**config.mk**
```make
export PLATFORM = sky130hd
export DESIGN_NAME = ram_port_arbiter
export DESIGN_NICKNAME = d
export VERILOG_FILES = /design/src/rtl/ram_port_arbiter.sv
export SDC_FILE = /design/constraint.sdc
export NUM_CORES = 1
export LEC_CHECK = 0
export CORE_UTILIZATION = 27
export DETAILED_ROUTE_END_ITERATION = 12
export GPL_ROUTABILITY_DRIVEN = 1
export PLACE_DENSITY = 0.84
export SLEW_MARGIN = 40
export SYNTH_ARGS = -nofsm -noshare
export SYNTH_HDL_FRONTEND = slang
export SYNTH_SLANG_ARGS = --single-unit
```
**constraint.sdc**
```tcl
create_clock -name clk -period 1.55 [get_ports clk]
set_input_delay 0.2325 -clock clk [delete_from_list [all_inputs] [get_ports clk]]
set_output_delay 0.2325 -clock clk [all_outputs]
set_load 0.01 [all_outputs]
```
**src/rtl/ram_port_arbiter.sv**
```systemverilog
// Shares one block RAM (separate read and write ports) between N requesters using two
// independent round-robin arbiters. Optional read-after-write bypass: RAM_ARB_RAW_BYPASS_EN.
module ram_port_arbiter #(
  parameter int W = 8,
  parameter int L = 32,
  parameter int N = 2,
  localparam int AW = $clog2(L),
  localparam int PW = $clog2(N)
) (
  input  logic            clk,
  input  logic            rst,
  input  logic [N-1:0]    req_valid,
  input  logic [N-1:0]    req_we,
  input  logic [N*AW-1:0] req_addr,
  input  logic [N*W-1:0]  req_wdata,
  output logic [N-1:0]    req_ready,
  output logic [N-1:0]    rsp_valid,
  output logic [W-1:0]    rsp_data,
  output logic [AW-1:0]   ram_rd_addr,
  input  logic [W-1:0]    ram_rd_data,
  output logic            ram_wr_ena,
  output logic [AW-1:0]   ram_wr_addr,
  output logic [W-1:0]    ram_wr_data
);

  // Returns {found, index}: first candidate at or above ptr, wrapping at N-1 -> 0.
  function automatic logic [PW:0] rr_pick(input logic [N-1:0] cand, input logic [PW-1:0] ptr);
    logic [PW:0] res;
    int j;
    res = '0;
    for (int k = 0; k < N; k++) begin
      j = int'(ptr) + k;
      if (j >= N) j = j - N;
      if (!res[PW] && cand[j]) res = {1'b1, PW'(j)};
    end
    return res;
  endfunction

  function automatic logic [PW-1:0] ptr_next(input logic [PW-1:0] g);
    return (g == PW'(N - 1)) ? '0 : g + 1'b1;
  endfunction

  logic [PW-1:0] rd_ptr, wr_ptr;
  logic [PW:0]   rd_pick, wr_pick;
  logic [PW-1:0] rd_idx, wr_idx;
  logic          rd_gnt, wr_gnt;
  logic [N-1:0]  rd_onehot, wr_onehot;
  logic [N-1:0]  rsp_owner;
  logic [AW-1:0] rd_addr_q, rd_addr_sel, wr_addr_sel;
  logic [W-1:0]  wr_data_sel;

  always_comb begin
    rd_pick     = rr_pick(req_valid & ~req_we, rd_ptr);
    wr_pick     = rr_pick(req_valid & req_we, wr_ptr);
    rd_idx      = rd_pick[PW-1:0];
    wr_idx      = wr_pick[PW-1:0];
    // Nothing may be granted while reset is held, even before a clock edge.
    rd_gnt      = rd_pick[PW] & ~rst;
    wr_gnt      = wr_pick[PW] & ~rst;
    rd_onehot   = rd_gnt ? (N'(1) << rd_idx) : '0;
    wr_onehot   = wr_gnt ? (N'(1) << wr_idx) : '0;
    rd_addr_sel = req_addr[rd_idx*AW +: AW];
    wr_addr_sel = req_addr[wr_idx*AW +: AW];
    wr_data_sel = req_wdata[wr_idx*W +: W];
  end

  assign req_ready   = rd_onehot | wr_onehot;
  assign ram_rd_addr = rd_gnt ? rd_addr_sel : rd_addr_q;
  assign ram_wr_ena  = wr_gnt;
  assign ram_wr_addr = wr_gnt ? wr_addr_sel : '0;
  assign ram_wr_data = wr_gnt ? wr_data_sel : '0;
  assign rsp_valid   = rsp_owner;

  always_ff @(posedge clk or posedge rst) begin
    if (rst) begin
      rd_ptr    <= '0;
      wr_ptr    <= '0;
      rsp_owner <= '0;
      rd_addr_q <= '0;
    end else begin
      rsp_owner <= rd_onehot;
      if (rd_gnt) begin
        rd_ptr    <= ptr_next(rd_idx);
        rd_addr_q <= rd_addr_sel;
      end
      if (wr_gnt) wr_ptr <= ptr_next(wr_idx);
    end
  end

`ifdef RAM_ARB_RAW_BYPASS_EN
  // The RAM is read-first; on a same-address collision return the new data instead.
  logic         byp_q;
  logic [W-1:0] byp_data_q;

  always_ff @(posedge clk or posedge rst) begin
    if (rst) begin
      byp_q      <= 1'b0;
      byp_data_q <= '0;
    end else begin
      byp_q      <= rd_gnt & wr_gnt & (rd_addr_sel == wr_addr_sel);
      byp_data_q <= wr_data_sel;
    end
  end

  assign rsp_data = rst ? '0 : (byp_q ? byp_data_q : ram_rd_data);
`else
  assign rsp_data = rst ? '0 : ram_rd_data;
`endif

endmodule

```
==> flow_summary_export.csv <==
group,metric,value,unit
outcome,status,"finished, violations left",
outcome,violations,"setup timing",
layout,fillCellCount,152,
yosys,avgSynthCellArea,10.3,um^2
pwr,power_density,543,nW/um^2
die,die_w,50.7,um
worst_setup_path,critPathRequiredTime,1.32,ns
timing,fin_setup_tns,-5.11,ns
yosys,yosys_warnings,0,
yosys,netlist_area,641,um^2
worst_setup_path,cp.buffers_inverters,2,
drt,vias,1026,
worst_setup_path,r2r-end,"rd_addr_q[1]",
worst_setup_path,reg2regPathDepth,6,
die,start_util,28.7,%
worst_setup_path,slowest_delay,0.43,ns
yosys,synthTopCellsByCount,"a22o_1, dfrtp_1, nor2b_1",
timing,tightest_slew,0.353,ns
die,core,2230,um^2
placed_design,gp_congestion,0.771,
timing,setup_viol,21,
timing,fin_crit,1.86,ns
yosys,synth-simple-area-share,22.5,%
clock_network,clk_path_buf_depth,2,
layout,drive_above_1_share,46.9,%
worst_setup_path,r2r_slack,-0.04,ns
drt,first_pass_iters,4,
yosys,synthMuxAreaShare,0,%
drt,drtIter0Drc,17,
drt,via_per_inst,5.00,
layout,diodes,0,
yosys,synth.area.top_cells,"dfrtp_1, a22o_1, a221o_1",
layout,area_delta_synth_final,163,%
hold_path,hold_path.class,"in -> async",
yosys,ys_types,19,
clock_network,tritoncts,"yes",
yosys,synth_top_area_share,35.2,%
yosys,synth_compound_area_share,36.9,%
yosys,synth_fp_nets,102,
timing,hold_violations,0,
pwr,power_leakage,0.853,nW
worst_setup_path,start_kind,"register",
global_route,antenna_found_initial,0,
global_route,grt_pass1_wl,4940,um
yosys,synth_ff_type,"dfrtp_1",
yosys,yosys.area_share.adder,0,%
die,num_rows,17,
layout,nets,218,
worst_setup_path,rr_startpoint,"rd_ptr",
yosys,synth-xor-area-share,0,%
job,max_cap_violations,0,
pwr,peakVddDrop,0.632,mV
global_route,grt-ovfl-total,0,
yosys,synth_top_area_cell,"dfrtp_1",
global_route,grt_pass1_vias,1068,
yosys,ys_seq_elements,9,
placed_design,portBuffers,70,
timing,layout_setup_ws,-0.311,ns
clock_network,htreeDepth,1,
clock_network,cts_root_buffer,"clkbuf_4",
timing,fmax,0.537,GHz
drt,ant_nets,0,
die,dieArea,2570,um^2
die,dieHeight,50.7,um
yosys,yosysSeqAreaShare,35.2,%
timing,max_slew_margin,76.2,%
clock_network,cts.clk_slew.worst_paths,0.06,ns
global_route,grt_start_max_net_pins,10,
drt,routed_wl,3240,um
worst_setup_path,cp-end-kind,"output port",
yosys,syn-instance-count,62,
clock_network,clk_latency,0.25,ns
worst_setup_path,arrival,1.63,ns
timing,finClkSkew,0.00336,ns
yosys,synth_most_common_cell,"a22o_1",
timing,rsz0062_at_grt,"yes",
layout,postLayoutCoreUtil,75.5,%
placed_design,hpwl,2040,um
drt,wl_per_cell,15.8,um
clock_network,cts_made_buffers,3,
worst_setup_path,crit_path_top_delay_cell,"dfrtp_2",
worst_setup_path,crit_chain,"nor3b_4 -> buf_4 -> nor4b_2 -> a221o_1 -> buf_2",
die,ioPinCount,71,
layout,multi_input_area,437,um^2
worst_setup_path,crit_fanout,5,
clock_network,cts_sinks,9,
worst_setup_path,path_delay_family,"flip-flops",
timing,period_share,120,%
yosys,synth_top_family_by_area,"compound AO/OA/AOI/OAI gates",
timing,slew_violations,0,
yosys,synth_edf_count,0,
global_route,grt_usage,26.7,%
yosys,async_flop_share,100,%
worst_setup_path,critPathKind,"reg -> out",
drt,drc,0,
layout,seq_area,226,um^2
==> per-stage QoR <==
stage	cells	power, mW	setup WS, ns	instance area, um^2	hold slack, ns
final	205	0.915	-0.311	1690	0.388
after global routing	205	0.970	-0.401	1690	0.426
after CTS	204	0.912	-0.331	1670	0.362
after detailed placement	174	0.712	-0.804	1490	0.512
after global placement	174	0.702	-0.763	1490	0.503
after floorplan	62	0.424	0.160	641	0.420
==> area by class of cell <==
cell class | count | area share [%]
Timing Repair Buffer | 115 | 56.4
Multi-Input combinational cell | 46 | 25.9
Sequential cell | 9 | 13.4
Tap cell | 28 | 2.08
Clock buffer | 4 | 1.56
Inverter | 3 | 0.668
==> power breakdown <==
part / internal (mW) / switching (mW)
Sequential: 0.269 / 0.0165
Clock: 0.0985 / 0.0708
Combinational: 0.281 / 0.179
==> tightest hold or removal path, delay by kind of cell <==
kind,cells,cell delay (ns)
buffers and inverters,3,0.81
==> cells by family after synthesis <==
kind of cell,Yosys count
AO/OA/AOI/OAI,25
buffers and inverters,7
flip-flops,9
AND/OR/NAND/NOR,21
==> worst max path at each step <==
stage	cells past startpoint	to	from	slack, ns
2_1_floorplan	3	ram_wr_addr[2]	wr_ptr	0.16
3_3_place_gp	6	ram_rd_addr[0]	req_we[0]	-0.76
3_5_place_dp	5	ram_rd_addr[0]	req_we[1]	-0.80
4_1_cts	6	ram_wr_data[6]	wr_ptr	-0.33
5_1_grt	5	ram_rd_addr[1]	rd_ptr	-0.40
6_report	5	ram_rd_addr[1]	rd_ptr	-0.31
==> layout by cell type (no fill, tap or decap), types with 2 or more instances in the layout <==
cell,count
buf_6,8
buf_2,20
clkbuf_4,3
buf_4,37
clkdlybuf4s50_1,36
a22o_1,13
a311oi_2,2
nand2b_4,2
nor2b_1,8
nor4b_2,3
inv_1,2
dfrtp_1,8
a21o_1,2
dlygate4sd2_1,11
nor4b_1,2
a221o_1,5
==> per-layer routing <==
metal	vias up	share of wire, %	track usage, %
li1	479	-	-
met1	502	37	27.0
met2	43	57	52.0
met3	2	5.0	8.79
met4	0	0.93	5.56
met5	-	0	0
==> sequential cells by signal, summed over array words and instances, names as in the netlist <==
register / count
rd_ptr: 1
rd_addr_q: 5
wr_ptr: 1
rsp_valid: 2
==> what timing repair did <==
item / in CTS / in global routing
gates resized for setup: 116 / 6
cloned: 2 / 0
setup endpoints to repair: 32 / 23
pin swaps: 15 / 4
setup buffers: 25 / 2
hold buffers: 0 / 0
No activity file was read; power rests on OpenSTA's default activity.
